`config.mk`:
```
export PLATFORM = sky130hd
export DESIGN_NAME = emulib_rammodel_a_arbiter
export DESIGN_NICKNAME = d
export VERILOG_FILES = /design/src/rtl/emulib_rammodel_a_arbiter.sv
export SDC_FILE = /design/constraint.sdc
export NUM_CORES = 1
export LEC_CHECK = 0
export BUFFER_PORTS_ARGS = -buffer_cell sky130_fd_sc_hd__buf_2
export CAP_MARGIN = 15
export CORE_UTILIZATION = 29
export CTS_CLUSTER_SIZE = 24
export DETAILED_ROUTE_END_ITERATION = 8
export PLACE_DENSITY = 0.89
export SETUP_SLACK_MARGIN = 0.02
export SLEW_MARGIN = 20
export SYNTH_ARGS = -nofsm -noshare
export SYNTH_HDL_FRONTEND = slang
export SYNTH_SLANG_ARGS = --single-unit
```
`constraint.sdc`:
```
create_clock -name clk -period 1.7 [get_ports clk]
set_input_delay 0.085 -clock clk [delete_from_list [all_inputs] [get_ports clk]]
set_output_delay 0.085 -clock clk [all_outputs]
set_load 0.02 [all_outputs]
```
`src/rtl/emulib_rammodel_a_arbiter.sv`:
```
// Round-robin arbiter that forwards whole A-channel packets from N_PORTS requester
// word streams to one decoder stream. Optional ID tagging under RAMMODEL_ARB_TAG_EN.
module emulib_rammodel_a_arbiter #(
    parameter int  N_PORTS    = 2,
    parameter int  ADDR_WIDTH = 32,
    localparam int SEL_W      = (N_PORTS > 1) ? $clog2(N_PORTS) : 1
) (
    input  logic                  clk,
    input  logic                  rst,
    input  logic [N_PORTS-1:0]    s_valid,
    output logic [N_PORTS-1:0]    s_ready,
    input  logic [32*N_PORTS-1:0] s_data,
    output logic                  m_valid,
    input  logic                  m_ready,
    output logic [31:0]           m_data,
    output logic [SEL_W-1:0]      grant_idx,
    output logic                  idle
);

    localparam int         PKT_WORDS = (ADDR_WIDTH <= 32) ? 2 : 3;
    localparam logic [1:0] LAST_WORD = 2'(PKT_WORDS - 1);

    typedef enum logic {ARB, XFER} state_e;

    state_e           state_q;
    logic [SEL_W-1:0] rr_ptr_q;
    logic [SEL_W-1:0] rr_ptr_d;
    logic [SEL_W-1:0] grant_q;
    logic [1:0]       word_cnt_q;
    logic             idle_q;

    logic             arb_hit;
    logic [SEL_W-1:0] arb_sel;
    logic             xfer;
    logic             fire;
    logic [31:0]      s_word;
    logic [31:0]      s_words [N_PORTS];

    for (genvar i = 0; i < N_PORTS; i++) begin : g_unpack
        assign s_words[i] = s_data[32*i +: 32];
    end

    // Scan from the far end back towards rr_ptr so the closest requester wins last.
    always_comb begin
        arb_hit = 1'b0;
        arb_sel = rr_ptr_q;
        for (int k = N_PORTS - 1; k >= 0; k--) begin
            if (s_valid[(int'(rr_ptr_q) + k) % N_PORTS]) begin
                arb_hit = 1'b1;
                arb_sel = SEL_W'((int'(rr_ptr_q) + k) % N_PORTS);
            end
        end
    end

    assign rr_ptr_d = (grant_q == SEL_W'(N_PORTS - 1)) ? '0 : grant_q + 1'b1;

    // Handshake outputs are forced low while rst is held so no word is consumed.
    assign xfer    = (state_q == XFER) && !rst;
    assign s_word  = s_words[grant_q];
    assign m_valid = xfer && s_valid[grant_q];
    assign fire    = m_valid && m_ready;

    always_comb begin
        s_ready = '0;
        for (int i = 0; i < N_PORTS; i++) begin
            if (xfer && m_ready && (grant_q == SEL_W'(i))) begin
                s_ready[i] = 1'b1;
            end
        end
    end

`ifdef RAMMODEL_ARB_TAG_EN
    logic [31:0] tag_wide;

    // Header ID gets the port index appended; bits shifted past 15 are dropped.
    always_comb begin
        tag_wide = ({16'h0000, s_word[31:16]} << SEL_W) | 32'(grant_q);
        m_data   = s_word;
        if (word_cnt_q == 2'd0) begin
            m_data[31:16] = tag_wide[15:0];
        end
    end
`else
    assign m_data = s_word;
`endif

    always_ff @(posedge clk) begin
        if (rst) begin
            state_q    <= ARB;
            rr_ptr_q   <= '0;
            grant_q    <= '0;
            word_cnt_q <= 2'd0;
            idle_q     <= 1'b1;
        end else begin
            case (state_q)
                ARB: begin
                    if (arb_hit) begin
                        grant_q    <= arb_sel;
                        word_cnt_q <= 2'd0;
                        state_q    <= XFER;
                        idle_q     <= 1'b0;
                    end
                end
                XFER: begin
                    if (fire) begin
                        if (word_cnt_q == LAST_WORD) begin
                            state_q  <= ARB;
                            idle_q   <= 1'b1;
                            rr_ptr_q <= rr_ptr_d;
                        end else begin
                            word_cnt_q <= word_cnt_q + 2'd1;
                        end
                    end
                end
                default: begin
                    state_q <= ARB;
                    idle_q  <= 1'b1;
                end
            endcase
        end
    end

    assign grant_idx = grant_q;
    assign idle      = idle_q;

endmodule

```
=== Word level (Yosys, flattened, before mapping) ===
Cells that the tools add are included.

* Bits in registers: 6
* Logic and storage cells: 61
* Input port bits: 69
* Output and inout bits: 37

* Mux-type cells: 29
* Equal/unequal tests: 5
* Reduce and logical (&&, ||, !) cells: 11
* $lt $le $gt $ge: 4
* $add $sub $neg: 3
* Bitwise operators: 4

{| class="wikitable"
|+ Operators with widths
! operator !! count
|-
| $mux W32 || 3
|-
| $mux W1 || 20
|-
| $reduce_and A3 Y1 || 3
|-
| $logic_and A1 B1 Y1 || 6
|-
| $mux W2 || 3
|-
| $lt A1 B2 Y1 const B || 2
|-
| $ne A2 B1 Y1 const B || 2
|-
| $ne A2 B2 Y1 const B || 2
|-
| $pmux W1 S2 || 2
|-
| $pmux W2 S2 || 1
|-
| $lt A2 B3 Y1 const B || 1
|-
| $add A1 B1 Y1 const B || 2
|-
| $add A2 B1 Y2 const B || 1
|-
| $eq A2 B1 Y1 const B || 1
|-
| $ge A2 B2 Y1 const B || 1
|-
| $not A1 Y1 || 2
|-
| $not A1 Y2 || 1
|-
| $reduce_and A2 Y1 || 1
|-
| $and A1 B1 Y1 const A || 1
|-
| $logic_not A1 Y1 || 1
|}

=== Logic depth before layout (Yosys ltp) ===
Gate-level depths: netlist of run 1.

* Depth after elaboration: 9
* Depth in mapped cells: 5

=== Worst setup path before layout of run 1 ===
Ideal clock, no wire load.

* Path type: register to output
* Start: reg grant_q, in the netlist grant_idx
* End: out s_ready[1]
* Stages on the path, launching flop included: 4
* Path buffers: 2
* Arrival: 1378 ps
* Path slack: 237 ps
* Required time: 1615 ps
* Path through: dfxtp_1 > buf_6 > buf_2 > nor3b_1

* Longest elaborated chain between the ends: 2

{| class="wikitable"
|+ Ends and longest elaborated chain
! element !! line !! text
|-
| start, declared || 28 || <nowiki>logic [SEL_W-1:0] grant_q;</nowiki>
|-
| start signal, assigned || 98 || <nowiki>grant_q <= arb_sel;</nowiki>
|-
| $logic_and A1 B1 Y1 || 66 || <nowiki>if (xfer && m_ready && (grant_q == SEL_W'(i))) begin</nowiki>
|-
| $mux W1 || 66 ||
|-
| end, declared || 11 || <nowiki>output logic [N_PORTS-1:0] s_ready,</nowiki>
|}

No other way between the ends.

=== Final worst setup path of run 1 ===
* Start: reg grant_q, in the netlist grant_idx
* End: out m_data[7]

* Longest elaborated chain between the ends: 4

{| class="wikitable"
|+ Ends and longest elaborated chain
! element !! line !! text
|-
| $not A1 Y2 (not written as such) || 59 || <nowiki>assign s_word = s_words[grant_q];</nowiki>
|-
| $mux W32 (not written as such) (3 in a row) || 59 ||
|-
| end, declared || 15 || <nowiki>output logic [31:0] m_data,</nowiki>
|}

No other way between the ends. The select of a mux whose other input is x is not followed.

==> results_dict.tcl, run 1 <==
set metrics [dict create \
    outcome "completed" \
    post_cts_buffers 0 \
    grt_overflow 0 \
    place_area_um2 1245 \
    setup_viol 0 \
    reg2reg_depth 3 \
    root_buffer "clkbuf_4" \
    clkLatencyLatePin_ns 0.24 \
    hold_path.class "in2reg" \
    die_w_um 51.37 \
    seq_area_frac_synth 0.1699 \
    via_per_inst 4.824 \
    synthTopCellsByCount "mux2_2, dfxtp_1" \
    dp_hpwl_um 2389 \
    antenna_found_initial 0 \
    grt.total_usage 0.1998 \
    grt_max_degree 36 \
    skew_ns 0.005834 \
    crit_required_ns 1.62 \
    htree_levels 1 \
    io_pins 106 \
    synth_top_area_frac 0.5257 \
    vias 989 \
    port_buffers 105 \
    synth_nets 143 \
    whs_path_depth 2 \
    first_iter_violations 12 \
    tns_ns 0 \
    worst-path-max-fanout 35 \
    initial_utilization 0.3135 \
    design.core.area_um2 2255 \
    slew_violations 0 \
    ys_top_cells_by_area "mux2_2, dfxtp_1, a21oi_1" \
    cts_buffer_depth 2 \
    synth_cell_types 26 \
    yosys.area.top_type "mux2_2" \
    relSlewSlack 0.8007 \
    fp.dieH_um 51.37 \
    power_leakage_uw 0.0006688 \
    path_class "reg2out" \
    stdcell_area_um2 1271 \
    crit_arrival_ns 1.51 \
    cts_buffers 3 \
    final-hold-violation-count 0 \
    fp.dieArea_um2 2639 \
    cts_tree "built" \
    slowest_delay_ns 0.41 \
    tightest_slew_ns 0.2952 \
    fin_crit_sh 0.9393 \
    ys_ff_latch 6 \
    drv_cap 0 \
    first_pass_iters 4 \
    area_growth_pct 79.82 \
    ys.flop_type "dfxtp_1" \
    grt_pass1_wl_um 3905 \
    crit_slowest_cell "dfxtp_1" \
    gp_congestion 0.8368 \
    crit_path_start_kind "flip-flop" \
    vdd_drop_max_uv 444.5 \
    nets 249 \
    post-synth-top-count-cell "mux2_2" \
    drive_gt1_frac 0.8023 \
    first_global_vias 854 \
    syn_avg_cell_area_um2 9.684 \
    clock_sinks 6 \
    wl_per_cell_um 13.37 \
    rsz0062_at_grt "false" \
    fin_crit_ns 1.597 \
    synth-async-reset-ratio 0 \
    synth_cells 73 \
    postRouteWirelength_um 2741 \
    synth_edf_count 0 \
    cp-end-kind "output port" \
    p_per_area_nw_per_um2 489.9 \
    drc 0 \
    diodes 0 \
    path_cells "buf_6, mux2_2, buf_2" \
    clkTransAtPathRegs_ns 0.05 \
    netlist_area_um2 706.9 \
    fmax_mhz 626.3 \
    row_count 17 \
    postRouteAntennaNets 0 \
    ys.warnings.count 0 \
]
==> flip-flops by register name, summed over array words and instances (netlist names) <==
name and flops:
idle 1, rr_ptr_q 1, grant_idx 1, state_q 1
word_cnt_q 2
==> power breakdown <==
group          total, uW  switching (uW)  internal, uW  leakage [uW]
clock                128            47.9          79.6     0.0000138
sequential           154            6.51           148     0.0000493
combinational        341             176           165      0.000606
total                623             230           392      0.000669
==> kinds of logic (layout without fill, tap and decap cells) <==
logic type,Yosys count,count (layout),synth area share
adder cells (fa/ha/maj),1,1,0.01770
AND/OR/NAND/NOR,10,10,0.07965
buffers and inverters,8,112,0.05839
multiplexers,34,34,0.5398
flip-flops,6,6,0.1699
AO/OA/AOI/OAI,14,14,0.1345
==> area by class of cell <==
| type | instances | area [um^2] |
|---|---|---|
| clock buffers | 3 | 22.52 |
| repair buffers | 106 | 536.8 |
| fillers | 211 | 983.4 |
| multi-input cells | 59 | 545.5 |
| well taps | 28 | 35.03 |
| flip-flops and latches | 6 | 120.1 |
| inverters | 3 | 11.26 |
==> layer usage <==
layer,share of wire,vias to the layer above,wire (um),global-route usage
li1,-,493,-,-
met1,0.40,449,1091,0.2389
met2,0.51,45,1398,0.3506
met3,0.084,2,230,0.04762
met4,0.0073,0,20,0.05405
met5,0,-,0,0
==> worst paths after layout <==
path,startpoint,to,slack (ns)
max,grant_idx,m_data[7],0.10
min,rst,word_cnt_q[1],0.12
max reg2reg,grant_idx,word_cnt_q[1],0.37
min reg2reg,word_cnt_q[1],word_cnt_q[1],0.49
==> critical path, delay by kind of cell (launching register included) <==
kind	cells	cell delay (ns)
muxes	1	0.38
DFF	1	0.41
buffers and inverters	2	0.46
==> cell usage in the layout, fill, tap and decap left out <==
cell      instances
buf_2           105
a211oi_1          1
a211o_1           1
mux2i_1           1
and2_1            1
clkbuf_4          3
buf_6             1
o21ai_0           2
o311ai_0          1
nor3_1            3
nor2_1            1
inv_1             3
nand4_1           1
a21o_1            2
dfxtp_1           6
a311oi_1          1
or4_1             1
and3_1            1
a31oi_1           1
nand2_1           1
nor3b_1           1
o21bai_1          1
a21oi_1           3
o211ai_1          1
ha_1              1
mux2_2           33
==> timing repair <==
item / CTS / global route
endpoints found under the setup margin: 6 / 0
hold buffers: 0 / 0
gates resized for setup: 1 / 0
==> stage by stage <==
stage | hold WS, ns | instances | setup slack [ns] | utilization | total power [uW]
floorplan | 0.2011 | 73 | 0.2371 | - | 353.1
global placement | 0.3710 | 202 | 0.2988 | 0.5522 | 489.6
detailed placement | 0.3779 | 202 | 0.2878 | 0.5522 | 496.1
CTS | 0.1167 | 205 | 0.09616 | 0.5638 | 633.3
global route | 0.1308 | 205 | 0.02502 | 0.5638 | 664.8
finish | 0.1232 | 205 | 0.1032 | 0.5638 | 622.8
(Power assumes the default switching activity.)
==> run 2: changes to the inputs <==
Settings changed: CORE_UTILIZATION 29 to 31, PLACE_DENSITY 0.89 to 0.93.
Clock period 1.7 ns to 1.9 ns, I/O delays scaled along.
==> run 2 against run 1 <==
First-iteration DRC count decreased by 8.3%; largest cell class unchanged; utilization is 6.0 points higher; sequential share of layout area about the same; critical endpoint is now m_data[29]; global-route usage rose by 1.2 points; final area up 0.20%; routed wire length up 1.4%; non-clock buffer count is 1 higher; highest routed layer is now met3; die area shrank 6.2%; setup slack gained 0.21 ns; hold slack better by 0.014 ns; sequential power down 11%; flip-flop and latch count unchanged.
==> results_dict.tcl, run 2 (same netlist as run 1, synthesis figures left out) <==
set metrics [dict create \
    outcome "completed" \
    cts_tree "built" \
    final_util 0.6238 \
    largest_register "word_cnt_q" \
    hold_buffers 0 \
    row_count 16 \
    fillers 192 \
    first_global_vias 928 \
    drv_cap 0 \
    final_cell_mix "buf_2, mux2_2, dfxtp_1" \
    grt_pass1_wl_um 4057 \
    grt.total_usage 0.2114 \
    dp.cells 202 \
    worst-path-max-fanout 31 \
    slew_violations 0 \
    antenna_found_initial 0 \
    vias 1015 \
    initial_utilization 0.3462 \
    cts_buffers 3 \
    drc 0 \
    crit_path_start_kind "flip-flop" \
    r2r-end "word_cnt_q[0]" \
    fin_crit_ns 1.591 \
    via_per_inst 4.951 \
    fmax_mhz 628.7 \
    fin_crit_sh 0.8371 \
    port_buffers 105 \
    hp-start "s_valid[1]" \
    clkLatencyLatePin_ns 0.24 \
    wl_per_cell_um 13.56 \
    p_per_area_nw_per_um2 438.9 \
    grt_max_degree 32 \
    rsz0062_at_grt "false" \
    gp_congestion 0.8276 \
    diodes 0 \
    relSlewSlack 0.7677 \
    clock_sinks 6 \
    postRouteAntennaNets 0 \
    largest_reg_flops 2 \
    io_pins 106 \
    nets 250 \
    postRouteWirelength_um 2779 \
    hold_path.class "in2reg" \
    die_w_um 49.76 \
    layout_commonest_cell "buf_2" \
    power_uw 559.1 \
    ctsResizeCount 0 \
    htree_levels 1 \
    drive_gt1_frac 0.8034 \
    final-hold-violation-count 0 \
    clkTransAtPathRegs_ns 0.05 \
    power_leakage_uw 0.0006733 \
    fp.dieH_um 49.76 \
    dp_hpwl_um 2336 \
    hold_path_end "rr_ptr_q" \
    setup_viol 0 \
    vdd_drop_max_uv 484.7 \
    first_iter_violations 11 \
    root_buffer "clkbuf_4" \
    crit_required_ns 1.80 \
    cp-end-kind "output port" \
    ff2ff_setup_slack_ns 0.62 \
    tightest_slew_ns 0.3485 \
    r2r-start "word_cnt_q[1]" \
    multiInputGateArea_um2 545.5 \
    reg2reg_depth 4 \
    stdcell_count 205 \
    skew_ns 0.005088 \
    grt_overflow 0 \
    whs_path_depth 2 \
    area_growth_pct 80.18 \
    first_pass_iters 3 \
    fp.dieArea_um2 2476 \
    cts_buffer_depth 2 \
    design.core.area_um2 2042 \
    place_area_um2 1251 \
    path_class "reg2out" \
    crit_arrival_ns 1.50 \
    regArea_um2 120.1 \
    stdcell_area_um2 1274 \
    tns_ns 0 \
    post_cts_buffers 0 \
]
run 2: critical path, cell delays in order (launching register included):
cell     delay (ns)
dfxtp_1        0.35
buf_4          0.35
mux2_2         0.39
buf_2          0.17
run 2: where the power goes:
group          switching (uW)  leakage (uW)  internal [uW]
clock network            43.5     0.0000138           71.3
registers                4.96     0.0000493            132
logic                     159      0.000610            148
run 2: per-layer routing:
metal / up-vias / routed length (um) / share of wire / global-route usage
li1: 496 / - / - / -
met5: - / 0 / 0 / 0
met1: 471 / 1012 / 0.36 / 0.2144
met4: 0 / 0 / 0 / 0.03333
met3: 0 / 265 / 0.095 / 0.08642
met2: 48 / 1501 / 0.54 / 0.4032
run 2: final cells by class:
class | count | area share
Inverter | 3 | 0.008841
Sequential cell | 6 | 0.09430
Multi-Input combinational cell | 59 | 0.4283
Timing Repair Buffer | 107 | 0.4244
Clock buffer | 3 | 0.01768
Tap cell | 27 | 0.02652
run 2: through the flow:
stage	setup WS, ns	hold slack, ns
final	0.3095	0.1367
after global routing	0.2303	0.1342
after CTS	0.2815	0.1240
after detailed placement	0.5575	0.3843
after global placement	0.6010	0.3805
after floorplan	0.4271	0.2111
run 2: worst max-delay path by stage:
stage / start / end / slack, ns / depth (start not counted)
after floorplan: grant_idx / s_ready[1] / 0.43 / 3
after global placement: grant_idx / m_data[12] / 0.60 / 3
after detailed placement: grant_idx / m_data[29] / 0.56 / 3
after CTS: grant_idx / m_data[29] / 0.28 / 3
after global routing: grant_idx / m_data[29] / 0.23 / 3
final: grant_idx / m_data[29] / 0.31 / 3
